--- src/rtl/map_scanner.sv ---
`default_nettype none
// ============================================================================
// Module   : map_scanner
// Brief    : Walks the map row-major, streams each cell to a drawer over a
//            valid/ready handshake and counts pellet cells (codes 2 and 3).
//            Optional: define MAP_SCANNER_SKIP_EMPTY_EN to drop code-0 cells.
// Revision : 1.0 - initial release
// ============================================================================
module map_scanner #(
    parameter int MAP_WIDTH  = 20,
    parameter int MAP_HEIGHT = 21
) (
    input  logic       clock_50,
    input  logic       reset_n,
    input  logic       start,
    output logic       busy,
    output logic       done,
    output logic [4:0] map_x,
    output logic [4:0] map_y,
    output logic       readwrite,
    output logic [2:0] sprite_data_out,
    input  logic [2:0] sprite_data_in,
    output logic [4:0] cell_x,
    output logic [4:0] cell_y,
    output logic [2:0] cell_sprite,
    output logic       cell_valid,
    input  logic       cell_ready,
    output logic [8:0] pellet_count
);

    localparam logic [4:0] c_LAST_X = 5'(MAP_WIDTH - 1);
    localparam logic [4:0] c_LAST_Y = 5'(MAP_HEIGHT - 1);

    typedef enum logic [2:0] {
        S_IDLE = 3'd0,
        S_ADDR = 3'd1,
        S_READ = 3'd2,
        S_EMIT = 3'd3,
        S_FIN  = 3'd4
    } state_t;

    state_t     r_state;
    logic [8:0] r_pellets;

    logic       w_last_x;
    logic       w_last_cell;
    logic       w_pellet;
    logic [4:0] w_next_x;
    logic [4:0] w_next_y;

    assign readwrite       = 1'b0;
    assign sprite_data_out = 3'b000;

    // map_x/map_y double as the traversal coordinate counters
    always_comb begin
        w_last_x    = (map_x == c_LAST_X);
        w_last_cell = w_last_x && (map_y == c_LAST_Y);
        w_next_x    = w_last_x ? 5'd0 : map_x + 5'd1;
        w_next_y    = w_last_x ? map_y + 5'd1 : map_y;
        w_pellet    = (sprite_data_in == 3'd2) || (sprite_data_in == 3'd3);
    end

    always_ff @(posedge clock_50 or negedge reset_n) begin
        if (!reset_n) begin
            r_state      <= S_IDLE;
            r_pellets    <= 9'd0;
            busy         <= 1'b0;
            done         <= 1'b0;
            map_x        <= 5'd0;
            map_y        <= 5'd0;
            cell_x       <= 5'd0;
            cell_y       <= 5'd0;
            cell_sprite  <= 3'd0;
            cell_valid   <= 1'b0;
            pellet_count <= 9'd0;
        end else begin
            done <= 1'b0;
            case (r_state)
                S_IDLE: begin
                    if (start) begin
                        map_x     <= 5'd0;
                        map_y     <= 5'd0;
                        r_pellets <= 9'd0;
                        busy      <= 1'b1;
                        r_state   <= S_ADDR;
                    end
                end
                S_ADDR: begin
                    r_state <= S_READ;
                end
                S_READ: begin
                    cell_x      <= map_x;
                    cell_y      <= map_y;
                    cell_sprite <= sprite_data_in;
                    // saturate rather than wrap on a fully pellet-filled 512-cell map
                    if (w_pellet && (r_pellets != 9'h1FF)) begin
                        r_pellets <= r_pellets + 9'd1;
                    end
`ifdef MAP_SCANNER_SKIP_EMPTY_EN
                    if (sprite_data_in == 3'd0) begin
                        if (w_last_cell) begin
                            done         <= 1'b1;
                            pellet_count <= r_pellets;
                            r_state      <= S_FIN;
                        end else begin
                            map_x   <= w_next_x;
                            map_y   <= w_next_y;
                            r_state <= S_ADDR;
                        end
                    end else begin
                        cell_valid <= 1'b1;
                        r_state    <= S_EMIT;
                    end
`else
                    cell_valid <= 1'b1;
                    r_state    <= S_EMIT;
`endif
                end
                S_EMIT: begin
                    if (cell_ready) begin
                        cell_valid <= 1'b0;
                        if (w_last_cell) begin
                            done         <= 1'b1;
                            pellet_count <= r_pellets;
                            r_state      <= S_FIN;
                        end else begin
                            map_x   <= w_next_x;
                            map_y   <= w_next_y;
                            r_state <= S_ADDR;
                        end
                    end
                end
                S_FIN: begin
                    busy    <= 1'b0;
                    r_state <= S_IDLE;
                end
                default: begin
                    busy       <= 1'b0;
                    cell_valid <= 1'b0;
                    r_state    <= S_IDLE;
                end
            endcase
        end
    end

endmodule
`default_nettype wire

--- config.mk ---
export PLATFORM = sky130hd
export DESIGN_NAME = map_scanner
export DESIGN_NICKNAME = d
export VERILOG_FILES = /design/src/rtl/map_scanner.sv
export SDC_FILE = /design/constraint.sdc
export NUM_CORES = 1
export LEC_CHECK = 0
export ABC_AREA = 1
export CAP_MARGIN = 10
export CORE_ASPECT_RATIO = 0.75
export CORE_MARGIN = 4
export CORE_UTILIZATION = 58
export CTS_BUF_LIST = sky130_fd_sc_hd__clkbuf_2 sky130_fd_sc_hd__clkbuf_4 sky130_fd_sc_hd__clkbuf_8
export DETAILED_ROUTE_END_ITERATION = 6
export PLACE_DENSITY_LB_ADDON = 0.12
export SYNTH_ARGS = -nofsm -noshare
export SYNTH_HDL_FRONTEND = slang
export SYNTH_SLANG_ARGS = --single-unit
--- constraint.sdc ---
create_clock -name clock_50 -period 4.95 [get_ports clock_50]
set_clock_uncertainty 0.2 [all_clocks]
set_input_delay 0.99 -clock clock_50 [delete_from_list [all_inputs] [get_ports clock_50]]
set_output_delay 0.99 -clock clock_50 [all_outputs]
set_load 0.03 [all_outputs]
# Word-level counts from Yosys, hierarchy flattened
# Index checks and enable logic that the tools add are counted.
# classes
addsub	3
n_eq_ne	14
mux	23
n_bitwise	2
n_reduce_logical	15
# op_table
op	count
$mux W5	7
$pmux W5 S2	2
$mux W9	2
$pmux W9 S2	1
$eq A3 B2 Y1 const B	4
$pmux W3 S4	1
$add A5 B1 Y5 const B	2
$eq A5 B5 Y1 const B	2
$ne A2 B2 Y1 const B	5
$add A9 B1 Y9 const B	1
$mux W3	3
$ne A9 B9 Y1 const B	1
$reduce_and A2 Y1	3
$reduce_and A3 Y1	2
$reduce_or A3 Y1	2
$mux W1	5
$reduce_and A5 Y1	1
$reduce_and A4 Y1	1
$reduce_bool A2 Y1	2
$eq A3 B1 Y1 const B	1
$eq A3 B3 Y1 const B	1
$logic_not A3 Y1	1
$pmux W1 S3	1
$logic_and A1 B1 Y1	2
3 further kinds	4
# word_totals
ff_bits	47
input_bits	7
out_inout_bits	39
word_cells	68

# Logic depth before layout (Yosys ltp)
# Gate-level depths: netlist of run 1.
# logic_depth
word_depth	5
ltp_mapped	12
mapped_depth_nobuf	11

# Least setup slack after synthesis of run 1
# OpenSTA, ideal clock, no wires.
# synth_path
path_type	flip-flop to flip-flop
startpoint	register r_pellets[0]
endpoint	register r_pellets[5]
setup_ns	0.127
arrival_time_ns	1.619
t_required_ns	4.623
slack_ns	3.004
path_stages_with_launch	13
path_buffers	1
synth_period_minus_slack_ns	1.946
cell_sequence	dfrtp_1 -> ha_1 -> nand2_1 -> inv_1 -> nand2_1 -> nor2_1 -> ha_1 -> nand3b_1 -> nand2_1 -> nand3_2 -> buf_4 -> nand2_1 -> o21ai_0
# synth_via
elab_chain_len	4
elab_cells_between_ends	7
classes_between	1 x add/sub; 2 x eq/ne; 2 x mux; 2 x reduce/logical
# synth_lines
element	line	rtl
start, declared	43	logic [8:0] r_pellets;
start signal, assigned	97	r_pellets <= r_pellets + 9'd1;
branches (longest 4 deep; another with $add A9 B1 Y9)	--	
# Parallel ways; which one is timed is not known. The select of a mux whose other input is x is not followed.
# A chain may end at the register's enable or synchronous reset.

# Worst setup path in the final report of run 1
# layout_path
startpoint	register map_y[2]
endpoint	output port map_y[2]
# layout_rtl
element	line	rtl
start, declared	19	output logic [4:0] map_y,
start signal, assigned	128	map_y <= w_next_y;
# No word-level cell between the ends.

==> results of run 1 <==
## cell usage after synthesis
master / number
nand2_1: 106
dfrtp_1: 47
inv_1: 27
nand3_1: 25
nor2_1: 18
o21ai_0: 18
nand4_1: 12
o21ai_2: 6
buf_4: 5
ha_1: 5
nand3_2: 5
buf_2: 3
inv_2: 3
nand3b_1: 3
o21ai_1: 3
a21oi_1: 2
buf_6: 2
clkbuf_1: 2
conb_1: 1
nand2_2: 1
nor2_4: 1
nor3_1: 1
or2_2: 1
## final cells by class
class	instances	share of cell area [%]
clock buffers	6	2.62
flip-flops and latches	47	40.4
well taps	52	2.24
multi-input cells	211	34.8
inverters	30	3.87
clock inverters	2	2.07
repair buffers	41	13.9
## state kept, by name, indices dropped and copies added (netlist names)
register and flops:
pellet_count 9, r_pellets 9, cell_x 5, cell_y 5, map_x 5, map_y 5
cell_sprite 3, r_state 3, busy 1, cell_valid 1, done 1
## how the worst max path moves through the flow
stage | end | slack [ns]
after global placement | map_x[4] | 2.46
after CTS | map_y[2] | 2.16
after global routing | map_y[2] | 2.10
after floorplan | r_pellets[5] | 3.00
after detailed placement | map_x[1] | 2.41
final | map_y[2] | 2.16
## logic make-up after synthesis
group | synth area share [%]
buf+inv | 8.23
fa+ha+maj | 2.64
other cells | 0.158
simple gates | 32.3
compound gates | 7.07
flops | 49.6
## power by group through the flow
stage                     clock network (mW)  logic, mW  registers (mW)
final                                  0.335      0.542           0.519
after detailed placement                   0      0.538           0.524
after floorplan                            0      0.300           0.598
after global routing                   0.355      0.608           0.531
after CTS                              0.338      0.544           0.518
after global placement                     0      0.525           0.520
## stage by stage
step	instance area, µm²	hold slack, ns	power (mW)
5_1_grt	2910	0.301	1.49
3_3_place_gp	2770	0.266	1.04
3_5_place_dp	2770	0.270	1.06
4_1_cts	2910	0.292	1.40
2_1_floorplan	2380	0.270	0.898
6_report	2910	0.288	1.40
## layer usage
metal | part of all wire [%] | up-vias
met5 | 0 | -
met4 | 0.88 | 0
met3 | 9.6 | 6
met2 | 42 | 95
met1 | 48 | 990
li1 | - | 1023
==> run summary, run 1 <==
The category of the most critical setup path is reg -> out. The relative contribution of combinational cells to total power came out at 38.8%. In the layout the commonest cells are 106 x nand2_1, 47 x dfrtp_1, 40 x clkdlybuf4s50_1, 27 x inv_1, 25 x nand3_1. During I/O placement, the number of pins put on the boundary was 46. The congestion estimate from routability-driven global placement came to roughly 0.84. The area of the core region is between 3000 and 4000 µm².

The total track usage came out at ~22%. The power per cell area is around 480 nW/µm². The global-route met1 utilization is about a third. The number of resized instances in the post-cts repair step came out at 0. The net count of the finished layout is 348. In this run the most used layer during global routing was met1. The via count of the first global-routing pass came out at between 1500 and 2000. Of the total power, the clock network draws about a quarter. The setup check on the worst reg-to-reg path leaves a slack of between 2 and 3 ns.

The depth of the critical timing path with buffers and inverters included is 1. In the global route stage, met3 resource usage came out at approximately 6%. The shortest clock period the worst path allows after layout is around 2.8 ns. The cell area after synthesis came out at between 2000 and 2500 µm².

The kind of path behind the tightest hold check is reg -> reg. Of the available clock period, the critical path in the final layout requires between 50% and 60%. In the final layout, the share of cells above drive strength 1 is a little under 8%. The total instance count after detailed placement is between 300 and 400. The number of filler cells placed in the layout came out at roughly 280.

The area growth from synthesis to final layout is 22.6%. The per-cell routed wire length came out at 13.4 µm. The global-route met2 utilization is approximately 30%. The relative slew slack is 33.1%. The worst vdd rail ir drop is ~0.36 mV. STA classifies the critical path startpoint as a register. In this run the number of H-tree levels came out at 2. The number of clock sinks is 47.

TritonCTS built the clock tree. The area enclosed by the die boundary is roughly 5200 µm². The synthesized instance count came out at ~300. The run finished with clean final reports. The wire length of the first global-routing pass came out at 8800 µm. For this run, design rule violations remaining after detail routing come to 0. The worst setup slack after placement came out at between 2 and 2.5 ns. The row count came out at 19. Net switching is 40.7% of the power. The clock latency of the later-clocked register in the worst-skew pair came out at roughly 0.3 ns. For the worst setup path, the data arrival time is approximately 1.6 ns. The register share of total power is 37.2%. The internal power contribution is between 0.8 and 0.9 mW. Together, buffers and inverters on the worst path number 1.

Of all cell types, the one taking the most synthesized area is dfrtp_1. The required time at the endpoint of the critical path is about 3.8 ns. The proportion of netlist area held by the largest area contributor is around half.

The launch point of the worst path is map_y[2]. The worst hold path begins at cell_y[3]. The post-synthesis sequential area ratio came out at about half. The width of the die came out at 81.8 µm. The maximum operating frequency came out at approximately 360 MHz. The initial antenna violation count was 0.

The die is approximately 63 µm tall. Summed over all failing endpoints, the final setup total negative slack is 0 ns. The startpoint of the most critical register-to-register path is r_pellets[0].

The tree is rooted in a clkbuf_8. In this run the deepest clock path goes through 2 buffers. The number of nets still failing antenna checks after routing came out at 0. The DRC marker count from the first detailed-route iteration is approximately 220. The total congestion overflow is 0.

Leaving out filler cells and counting taps, the final layout contains roughly 400. The number of failing setup endpoints in the final timing report is 0. The count of warnings emitted by yosys came out at 0. The number of setup buffers added after CTS is 0. The leakage power is 1.43 nW. Yosys attributes the largest share of cell area to dfrtp_1 50%, nand2_1 17%, nand3_1 5.3%, inv_1 4.3%, o21ai_0 3.8%.

The cell count of the worst hold path is 2. The storage element area is between 1000 and 1500 µm². The slowest stage of the critical path belongs to the cell clkdlybuf4s50_1. The flop and latch count out of synthesis came out at 47. The number of vias after detailed routing is 2114. For the worst flop-to-flop path, the logic depth is 11. The cell family contributing the most delay on the critical path is buffers and inverters. The critical path goes through clkdlybuf4s50_1. The number of distinct library cells after synthesis is 23. The quantity of I/O buffers inserted on ports came out at just over 40. The number of diodes came out at 0. Once detailed placement completed, the half-perimeter wirelength came to ~3600 µm.

For this run, the slowest stage of the critical path takes around 0.74 ns. Along the worst path, the maximum fanout reaches 11. The most common library cell in the layout ignoring fill and taps is nand2_1.

Entering global routing, the biggest net connects 48 pins. The end of the worst hold path is cell_y[3]. The clock-pin slew reported for the worst setup and hold paths after clock tree synthesis is 0.09 ns.

The total clock buffers created by CTS came out at 5. The final-report max-slew violation count is 0. In this run the mean area of a mapped cell was between 7 and 8 µm². The count of max-cap constraint violations came out at 0.

The final critical-path setup slack came out at between 2 and 2.5 ns. The number of hold-slack violations in the final timing report came out at 0. The worst setup path is captured at an output port. The count of TritonRoute iterations in the first routing pass came out at 4.

The final core utilization came out at between 70% and 80%. The initial core utilization came out at between 60% and 70%. In the routed layout, each cell is associated on average with a via count of ~5.4. The area taken by multi-input logic gates is about 1000 µm². The number of hold-repair buffers added at the cts stage is 0. In this run the critical register-to-register path is captured at r_pellets[0]. The routed design has 5200 µm of wire. Summed over all nets, the switching power comes to between 0.5 and 0.6 mW. At the pin with the least slew margin, the transition time is 1.00 ns. Setup repair after global routing left no endpoint under its margin.
(Power assumes the default switching activity.)
==> run 2, diff against run 1 <==
- CORE_UTILIZATION: 58 -> 53
- clock period: 4.95 -> 2.63 ns (I/O delays scaled with it)
==> run summary, run 2 (synthesized netlist as in run 1, its figures left out) <==
The flow ran to the end, and the final reports show no timing, DRC or antenna violations. The transition time at the pin with the least slew margin came out at around 0.56 ns. The DRC marker count from the first detailed-route iteration came out at 145.

Once placement finished, the instance area stood at about 2800 µm². The number of hold-slack violations in the final timing report came out at 0. The per-cell routed wire length came out at between 10 and 15 µm.

In this run the count of I/O pins placed on the die edge is 46. After routing the design area is 2880 µm². The leakage power came out at between 1 and 1.5 nW. Post-CTS repair changed the size of 0 cells.

The final net count came out at 350. The post-DP HPWL came out at 3910 µm. The area enclosed by the die boundary is around 5600 µm². The final instance count without filler cells is slightly below 400. By startpoint and endpoint, the worst setup path is classified as reg -> out. For this design, the sink count on the clock tree is 47. The vertical die dimension came out at approximately 66 µm. Leaving out fill and tap cells, the most frequent cell in the layout is nand2_1. On the critical path the largest part of the delay comes from buffers and inverters. The number of diodes came out at 0.

The clock latency of the later-clocked register in the worst-skew pair is 0.29 ns. Setup violations remaining at the end of the flow were counted as 0. The buffering stage count on the worst path with inverters included came out at 1. The library cells used most frequently in the layout, excluding fill and tap cells, are 106 x nand2_1, 47 x dfrtp_1, 40 x clkdlybuf4s50_1, 27 x inv_1, 25 x nand3_1. The relative slew slack came out at around 63%. The width of the die came out at around 85 µm. The maximum operating frequency came out at ~430 MHz. Buffers inserted to repair hold after CTS numbered 0.

The region available for standard cell placement spans 4180 µm². Of all nets on the critical path, the largest fanout is 11. The share of cells above drive strength 1 came out at 7.72%. The total congestion overflow came out at 0. Traced cell by cell, the critical path runs through clkdlybuf4s50_1. The clock period could shrink to 2.33 ns. The worst setup path is launched from a register. The largest registers in the layout are pellet_count: 9 flops, r_pellets: 9 flops. The row count is 20. The final total negative setup slack is 0 ns. VDD sags by at most between 0.6 and 0.7 mV. Setup repair after global routing left no endpoint under its margin. Final hold analysis gives a worst-case slack of between 0.015 and 0.02 ns. The min-delay analysis places its worst path in the category in -> async. The count of max-cap constraint violations is 0. After clock tree synthesis, the clock-pin slew on the worst setup and hold paths is 0.08 ns. The initial core utilization came out at about 57%. Timing analysis after detailed placement gives a worst setup slack of around 0.45 ns. The final routed DRC violation total came out at 0. At the worst endpoint, the required time is between 1.5 and 2 ns. The total clock buffers created by CTS is 5. The total instance count after detailed placement is 386. The via-per-instance ratio is about 5.3. The routability congestion estimate from global placement came out at approximately 0.85. The number of setup buffers added after CTS came out at 0. The via count of the first global-routing pass came out at around 1900.

TritonCTS built the clock tree. The number of nets still failing antenna checks after routing is 0. The power per cell area is between 800 and 900 nW/µm². Summing over every cut layer, the via total after detailed routing is a little over 2000.

The buffer levels on the longest clock path came out at 2. The largest net degree at the start of global routing is 25. The final critical-path setup slack is approximately 0.30 ns. The wire length of the first global-routing pass came out at 9280 µm. The count of H-tree levels built during CTS came out at 2. The initial antenna violation count is 0.

The total track usage is roughly a fifth. The slowest stage of the critical path is the clkdlybuf4s50_1 cell. The count of TritonRoute iterations in the first routing pass came out at 4. The quantity of I/O buffers inserted on ports is 41.

Of the available clock period, the critical path in the final layout requires 88.4%. The signal arrival time at the worst endpoint came out at around 1.6 ns. The final-report max-slew violation count came to 0. The wire length after detailed routing is ~5300 µm. The critical path capture point type is an output port.

The tree is rooted in a clkbuf_8. On the worst path, the slowest cell contributes a delay of about 0.74 ns. The area growth from synthesis to final layout is 21.4%.
run 2: metal layers:
| metal | GRT usage, % | part of all wire [%] | vias to the layer above |
|---|---|---|---|
| met4 | 6.32 | 1.1 | 0 |
| met1 | 29.9 | 49 | 962 |
| met2 | 30.6 | 41 | 74 |
| li1 | - | - | 1029 |
| met5 | 0 | 0 | - |
| met3 | 6.23 | 8.9 | 7 |
run 2: stage by stage:
| step | utilization, % | power, mW |
|---|---|---|
| after detailed placement | 67.1 | 2.02 |
| after CTS | 68.9 | 2.44 |
| final | 68.9 | 2.42 |
| after global placement | 67.1 | 1.99 |
| after global routing | 68.9 | 2.61 |
| after floorplan | - | 1.69 |
run 2: final cells by class:
class | count | area, µm²
clock buffer | 6 | 76.3
fill | 366 | 1300
inverter | 30 | 113
multi-input combinational | 211 | 1010
sequential | 47 | 1180
tap | 55 | 68.8
timing repair buffer | 43 | 433
run 2: path summary, 6_finish.rpt:
path | endpoint | slack [ns] | depth (start not counted) | startpoint
max in group asynchronous | r_pellets[2] | 1.70 | 2 | reset_n
min in group clock_50 | cell_sprite[1] | 0.29 | 2 | cell_sprite[1]
hold / removal | map_y[1] | 0.02 | 1 | reset_n
setup / recovery | map_y[2] | 0.30 | 1 | map_y[2]
hold reg to reg | cell_sprite[1] | 0.29 | 2 | cell_sprite[1]
setup reg to reg | r_pellets[1] | 0.39 | 11 | r_pellets[0]
run 2: report_power, final:
| part | total [mW] | internal [mW] | leakage, nW | switching (mW) |
|---|---|---|---|---|
| clock | 0.407 | 0.188 | 0.0406 | 0.219 |
| sequential | 0.972 | 0.843 | 0.637 | 0.129 |
| combinational | 1.04 | 0.337 | 0.739 | 0.707 |
| total | 2.42 | 1.37 | 1.42 | 1.06 |
